File: config.mk
export PLATFORM = sky130hd
export DESIGN_NAME = line_buf_window_gen_flat
export DESIGN_NICKNAME = d
export VERILOG_FILES = /design/src/rtl/line_buf_window_gen_if.sv /design/src/rtl/line_buf_window_gen.sv /design/src/flat_wrapper.sv
export SDC_FILE = /design/constraint.sdc
export NUM_CORES = 1
export LEC_CHECK = 0
export ABC_CLOCK_PERIOD_IN_PS = 4160
export CAP_MARGIN = 20
export CORE_ASPECT_RATIO = 1.2
export CORE_MARGIN = 4
export CORE_UTILIZATION = 55
export CTS_CLUSTER_SIZE = 10
export DETAILED_ROUTE_END_ITERATION = 8
export PLACE_DENSITY = 0.85
export SLEW_MARGIN = 25
export SYNTH_ARGS = -nofsm -noshare
export SYNTH_HDL_FRONTEND = slang
export SYNTH_SLANG_ARGS = --single-unit
File: constraint.sdc
create_clock -name clk -period 4.16 [get_ports clk]
set_clock_uncertainty 0.1 [all_clocks]
set_input_delay 0.624 -clock clk [delete_from_list [all_inputs] [get_ports clk]]
set_output_delay 0.624 -clock clk [all_outputs]
set_load 0.01 [all_outputs]
File: src/rtl/line_buf_window_gen_if.sv
// rtl/line_buf_window_gen_if.sv - pixel stream, line-buffer SRAM and window bus bundle
interface line_buf_window_gen_if #(
    parameter int KER_SIZE = 3,
    parameter int DW       = 32,
    parameter int AW       = 5
);
    logic                             in_valid;
    logic                             in_ready;
    logic [DW-1:0]                    in_data;
    logic [AW-1:0]                    sram_a;
    logic [KER_SIZE-1:0]              sram_wen;
    logic [KER_SIZE-1:0]              sram_ren;
    logic [DW-1:0]                    sram_d;
    logic [(KER_SIZE-1)*DW-1:0]       sram_q;
    logic                             win_valid;
    logic [KER_SIZE*KER_SIZE*DW-1:0]  win_data;
    logic                             frame_done;

    modport slave (
        input  in_valid, in_data, sram_q,
        output in_ready, sram_a, sram_wen, sram_ren, sram_d, win_valid, win_data, frame_done
    );

    modport master (
        output in_valid, in_data, sram_q,
        input  in_ready, sram_a, sram_wen, sram_ren, sram_d, win_valid, win_data, frame_done
    );
endinterface

File: src/rtl/line_buf_window_gen.sv
// rtl/line_buf_window_gen.sv - line-buffer SRAM controller and KxK sliding window generator
module line_buf_window_gen #(
    parameter int KER_SIZE = 3,
    parameter int DW       = 32,
    parameter int IMG_W    = 32,
    parameter int IMG_H    = 32,
    parameter int AW       = $clog2(IMG_W)
) (
    input  logic                 clk,
    input  logic                 rstn,
    line_buf_window_gen_if.slave bus
);
    localparam int K  = KER_SIZE;
    localparam int RW = (IMG_H > 1) ? $clog2(IMG_H) : 1;
    localparam int BW = $clog2(K);
    localparam int WW = K * K * DW;

    localparam logic [AW-1:0] COL_LAST  = AW'(IMG_W - 1);
    localparam logic [RW-1:0] ROW_LAST  = RW'(IMG_H - 1);
    localparam logic [BW-1:0] BANK_LAST = BW'(K - 1);
    localparam logic [AW-1:0] COL_WIN   = AW'(K - 1);
    localparam logic [RW-1:0] ROW_WIN   = RW'(K - 1);

    typedef enum logic [1:0] {IDLE, FILL, RUN, DONE} state_t;

    state_t          state_q, state_d;
    logic            done_cnt_q, done_cnt_d;
    logic [AW-1:0]   col_q, col_d;
    logic [RW-1:0]   row_q, row_d;
    logic [BW-1:0]   bank_q, bank_d;
    logic            accept, row_end, last_px;
    logic [K-1:0]    bank_oh;

    logic [DW-1:0]   data_d1_q;
    logic [AW-1:0]   col_d1_q;
    logic [RW-1:0]   row_d1_q;
    logic            valid_d1_q, last_d1_q;
    logic [K*DW-1:0] col_vec;
    logic [WW-1:0]   window_q, window_shift;
    logic            win_hit;

    logic            win_valid_q, frame_done_q;
    logic [WW-1:0]   win_data_q;

    assign bus.in_ready = (state_q != DONE);
    assign accept       = bus.in_valid & bus.in_ready;
    assign row_end      = (col_q == COL_LAST);
    assign last_px      = row_end && (row_q == ROW_LAST);
    assign bank_oh      = K'(1) << bank_q;

    // SRAM strobes follow the accept combinationally so the write lands in the accept cycle.
    assign bus.sram_a   = accept ? col_q : '0;
    assign bus.sram_d   = accept ? bus.in_data : '0;
    assign bus.sram_wen = accept ? bank_oh : '0;
    assign bus.sram_ren = accept ? ~bank_oh : '0;

    always_comb begin
        col_d  = col_q;
        row_d  = row_q;
        bank_d = bank_q;
        if (accept) begin
            if (row_end) begin
                col_d = '0;
                if (row_q == ROW_LAST) begin
                    row_d  = '0;
                    bank_d = '0;
                end else begin
                    row_d  = row_q + 1'b1;
                    bank_d = (bank_q == BANK_LAST) ? '0 : bank_q + 1'b1;
                end
            end else begin
                col_d = col_q + 1'b1;
            end
        end
    end

    always_comb begin
        state_d    = state_q;
        done_cnt_d = 1'b0;
        case (state_q)
            IDLE: if (accept) state_d = FILL;
            FILL: if (accept && row_q == ROW_WIN && col_q == '0) state_d = RUN;
            RUN:  if (accept && last_px) state_d = DONE;
            DONE: begin
                done_cnt_d = 1'b1;
                if (done_cnt_q) state_d = IDLE;
            end
            default: state_d = IDLE;
        endcase
    end

    // Column vector rows run oldest (top) to newest; the live pixel closes the bottom row.
    assign col_vec = {data_d1_q, bus.sram_q};

    always_comb begin
        window_shift = window_q;
        for (int i = 0; i < K; i++) begin
            for (int j = 0; j < K - 1; j++) begin
                window_shift[(i*K+j)*DW +: DW] = window_q[(i*K+j+1)*DW +: DW];
            end
            window_shift[(i*K+K-1)*DW +: DW] = col_vec[i*DW +: DW];
        end
    end

    assign win_hit = valid_d1_q && (row_d1_q >= ROW_WIN) && (col_d1_q >= COL_WIN);

    always_ff @(posedge clk or negedge rstn) begin
        if (!rstn) begin
            state_q      <= IDLE;
            done_cnt_q   <= 1'b0;
            col_q        <= '0;
            row_q        <= '0;
            bank_q       <= '0;
            data_d1_q    <= '0;
            col_d1_q     <= '0;
            row_d1_q     <= '0;
            valid_d1_q   <= 1'b0;
            last_d1_q    <= 1'b0;
            window_q     <= '0;
            win_valid_q  <= 1'b0;
            frame_done_q <= 1'b0;
            win_data_q   <= '0;
        end else begin
            state_q      <= state_d;
            done_cnt_q   <= done_cnt_d;
            col_q        <= col_d;
            row_q        <= row_d;
            bank_q       <= bank_d;
            valid_d1_q   <= accept;
            last_d1_q    <= accept && last_px;
            if (accept) begin
                data_d1_q <= bus.in_data;
                col_d1_q  <= col_q;
                row_d1_q  <= row_q;
            end
            if (valid_d1_q) begin
                window_q <= window_shift;
            end
            win_valid_q  <= win_hit;
            frame_done_q <= valid_d1_q && last_d1_q;
            if (win_hit) begin
                win_data_q <= window_shift;
            end
        end
    end

    assign bus.win_valid  = win_valid_q;
    assign bus.win_data   = win_data_q;
    assign bus.frame_done = frame_done_q;
endmodule

File: src/flat_wrapper.sv
// flat-port wrapper written by rule: the top's interface ports become plain ports
module line_buf_window_gen_flat 
#(
    parameter int KER_SIZE = 3,
    parameter int DW       = 32,
    parameter int IMG_W    = 32,
    parameter int IMG_H    = 32,
    parameter int AW       = $clog2(IMG_W)
)
  (clk, rstn, bus_in_valid, bus_in_data, bus_sram_q, bus_in_ready, bus_sram_a, bus_sram_wen, bus_sram_ren, bus_sram_d, bus_win_valid, bus_win_data, bus_frame_done);
  line_buf_window_gen_if #(.KER_SIZE(KER_SIZE), .DW(DW), .AW(AW)) bus_i ();
  input  logic clk;
  input  logic rstn;
  input wire logic [$bits(bus_i.in_valid)-1:0] bus_in_valid;
  input wire logic [$bits(bus_i.in_data)-1:0] bus_in_data;
  input wire logic [$bits(bus_i.sram_q)-1:0] bus_sram_q;
  output wire logic [$bits(bus_i.in_ready)-1:0] bus_in_ready;
  output wire logic [$bits(bus_i.sram_a)-1:0] bus_sram_a;
  output wire logic [$bits(bus_i.sram_wen)-1:0] bus_sram_wen;
  output wire logic [$bits(bus_i.sram_ren)-1:0] bus_sram_ren;
  output wire logic [$bits(bus_i.sram_d)-1:0] bus_sram_d;
  output wire logic [$bits(bus_i.win_valid)-1:0] bus_win_valid;
  output wire logic [$bits(bus_i.win_data)-1:0] bus_win_data;
  output wire logic [$bits(bus_i.frame_done)-1:0] bus_frame_done;
  assign bus_i.in_valid = bus_in_valid;
  assign bus_i.in_data = bus_in_data;
  assign bus_i.sram_q = bus_sram_q;
  assign bus_in_ready = bus_i.in_ready;
  assign bus_sram_a = bus_i.sram_a;
  assign bus_sram_wen = bus_i.sram_wen;
  assign bus_sram_ren = bus_i.sram_ren;
  assign bus_sram_d = bus_i.sram_d;
  assign bus_win_valid = bus_i.win_valid;
  assign bus_win_data = bus_i.win_data;
  assign bus_frame_done = bus_i.frame_done;
  line_buf_window_gen #(.KER_SIZE(KER_SIZE), .DW(DW), .IMG_W(IMG_W), .IMG_H(IMG_H), .AW(AW)) u_core (.clk(clk), .rstn(rstn), .bus(bus_i));
endmodule
==> summary.txt <==
status - finished, violations left
failing checks - hold timing
Reg2Reg Capture Point - u_core.bus.win_data[144]
Sw Ratio - 30.5%
routed len/inst - 21.7 µm
crit path cell chain - ha_1 -> nand2b_2 -> inv_1 -> buf_4 -> and2_1 -> clkdlybuf4s50_1
DRT iter0 DRCs - 513
PwrDens - 877 nW/µm²
slew of the pin with the lowest slew margin - 930 ps
share of the synthesized area in the top cell type - 63.7%
Post-Route WL - 47.3 mm
Commonest cells post-synth - dfrtp_1, mux2_2, mux2_4
first-pass GRT wire length - 75.4 mm
Setup Crit Path Kind - reg2out
clock sink count - 539
CP Data Required Time - 3440 ps
Min Clock Period, post-route - 3500 ps
Final setup viols - 0
cells after synthesis - 1245
Most used DFF post-synth - dfrtp_1
crit end category - primary output
Static Leak - 12.3 nW
Simple-Gate Fraction of Synth Area - 2.21%
die area - 41700 µm²
reg2reg start - u_core.valid_d1_q
instance count on the critical path - 6
max_slew headroom - 38.0%
largest family of logic cells by synthesized area - multiplexers
hold slack final - -19.4 ps
Root Driver - clkbuf_16
Reg2Reg Setup Slack - 1470 ps
Async SR Flop Fraction - 100%
synth top area cells - dfrtp_1, mux2_2, mux2_4
clk slew on worst S/H paths - 50 ps
post-CTS setup buffer count - 0
clock share of power - 18.2%
initial antenna violation count - 1
final hold violations - 11
combinational cell fraction of total power - 42.3%
Setup TNS - 0 ps
max-cap violation count - 0
CP max FO - 37
P_int - 16.7 mW
Nets - 1806
post-synthesis compound-gate area fraction - 1.80%
register bit total from synthesis - 539
Detail Route Antenna Nets - 0
post-synth top area cell - dfrtp_1
Die W - 187 µm
most common cell in the synthesized netlist - dfrtp_1
Reg power frac - 39.5%
FP Rows - 78
First-pass DRT Iterations - 4
Worst Setup Start Kind - flip-flop
Vias - 11800
XOR/XNOR share of the synthesized area - 0.0413%
post-synthesis average cell area - 17.0 µm²
CTS Buf Count - 59
CTS tree - built
number of synthesized flops with an enable pin - 0
clk_lat worst skew - 580 ps
RSZ-0062 raised after global routing - false
placed wire-length estimate - 32.9 mm
PortBufs - 432
pre-CTS WS - 899 ps
Worst Setup SP - u_core.state_q[0]
H-tree level count - 2
arrival time at the worst endpoint - 2780 ps
RePlAce Congestion - 0.821
Worst VDD drop - 0.000643 V
core area - 38000 µm²
Synth cell types - 34
post-cts sizing count - 0
Final Max Slew Viols - 0
Ys Warns - 0
vias in the first global route - 13200
Slowest-stage cell, CP - clkdlybuf4s50_1
final setup margin - 658 ps
All-Layer GR Usage - 22.5%
Die H - 223 µm
crit path to - bus_sram_d[2]
fin crit share - 84.2%
syn_nets - 1355
max incr delay on CP - 550 ps
Synth Cell Area - 21200 µm²
WP buf/inv - 3
I/O pin count - 433
drt via density - 5.43
switching power total - 7.35 mW
Post-CTS Hold Fix Bufs - 0
Post-Synth Adder-Cell Area - 0.650%
delay-heaviest family, CP - buffers and inverters
pin count of the biggest net entering global routing - 106
Clock Path Buffers - 3
f_max - 286 MHz
mux contribution to synthesized area - 29.4%
starting density of the core - 55.8%
worst r2r path cells - 4
share of layout cells above drive strength 1 - 33.8%
area grow syn2layout - 29.7%
Hold Crit Class - in2async
DRC viols - 0
sequential element share of the synthesized area - 63.7%
GR Overflow Total - 0
-- placed cells by master (no fill, tap or decap), types with 2 or more instances in the layout --
cell,Yosys,final
a21o_1,36,36
a21oi_1,3,3
a22o_1,2,2
and2_1,36,36
and3_1,3,3
buf_12,0,8
buf_4,0,14
clkbuf_16,0,59
clkdlybuf4s50_1,0,431
dfrtp_1,539,538
ha_1,11,11
inv_1,8,8
mux2_2,284,284
mux2_4,200,200
nand2_1,22,22
nand3_1,3,3
nor2_1,10,10
nor3_1,3,3
nor4b_1,2,2
o21ai_0,5,5
-- worst register-to-register path: stages (launching register included) --
cell     delay [ps]
dfrtp_4         710
o41ai_4         180
nor2_4          580
buf_4           560
mux2_2          440
-- how the worst min path moves through the flow --
| stage | cells after the start | end | from | slack, ps |
|---|---|---|---|---|
| 6_report | 1 | u_core.data_d1_q[22] | rstn | -20 |
| 5_1_grt | 1 | u_core.data_d1_q[22] | rstn | 30 |
| 4_1_cts | 1 | u_core.data_d1_q[22] | rstn | 5 |
| 3_5_place_dp | 1 | u_core.bus.frame_done | u_core.last_d1_q | 340 |
| 3_3_place_gp | 1 | u_core.bus.frame_done | u_core.last_d1_q | 340 |
| 2_1_floorplan | 0 | u_core.bank_q[0] | rstn | 230 |
-- per-stage QoR --
stage               cells  area [µm²]  utilization, %  power (mW)
floorplan            1245       21200               -        15.2
global placement     2115       25900            68.3        19.4
detailed placement   2115       25900            68.3        19.8
CTS                  2178       27500            72.4        24.3
global route         2179       27500            72.4        25.3
finish               2179       27500            72.4        24.1
-- flip-flops by register name, indices dropped and copies added, names as in the netlist --
signal	cells
u_core.bank_q	2
u_core.bus.frame_done	1
u_core.bus.win_data	288
u_core.bus.win_valid	1
u_core.col_d1_q	4
u_core.col_q	5
u_core.data_d1_q	32
u_core.done_cnt_q	1
u_core.last_d1_q	1
u_core.row_d1_q	4
u_core.row_q	5
u_core.state_q	2
u_core.valid_d1_q	1
u_core.window_q	192
-- power groups by stage --
stage | registers [mW] | logic [mW] | clock network (mW)
floorplan | 9.76 | 5.41 | 0
global placement | 9.41 | 9.98 | 0
detailed placement | 9.57 | 10.2 | 0
CTS | 9.54 | 10.3 | 4.48
global route | 9.87 | 10.8 | 4.70
finish | 9.52 | 10.2 | 4.37
-- cells by family after synthesis --
| kind of cell | Yosys count |
|---|---|
| buffers and inverters | 72 |
| DFF | 539 |
| and+or+nand+nor | 86 |
| adders and majority gates | 11 |
| muxes | 486 |
| AOI/OAI and AO/OA | 50 |
| xor gates and xnor gates | 1 |
-- layer usage --
metal / vias up / share of wire, % / GRT usage, %
met5: - / 0 / 0
li1: 5242 / - / -
met4: 0 / 4.9 / 10.1
met2: 350 / 51 / 38.8
met3: 107 / 5.8 / 5.52
met1: 6139 / 38 / 26.9
-- layout make-up --
type | count | area, µm²
Fill cell | 2304 | 10500
Sequential cell | 539 | 13500
Clock buffer | 60 | 1480
Timing Repair Buffer | 454 | 4590
Tap cell | 480 | 601
Inverter | 8 | 30.0
Clock inverter | 3 | 55.1
Multi-Input combinational cell | 634 | 7220
Antenna cell | 1 | 2.50
(Power assumes the default switching activity.)
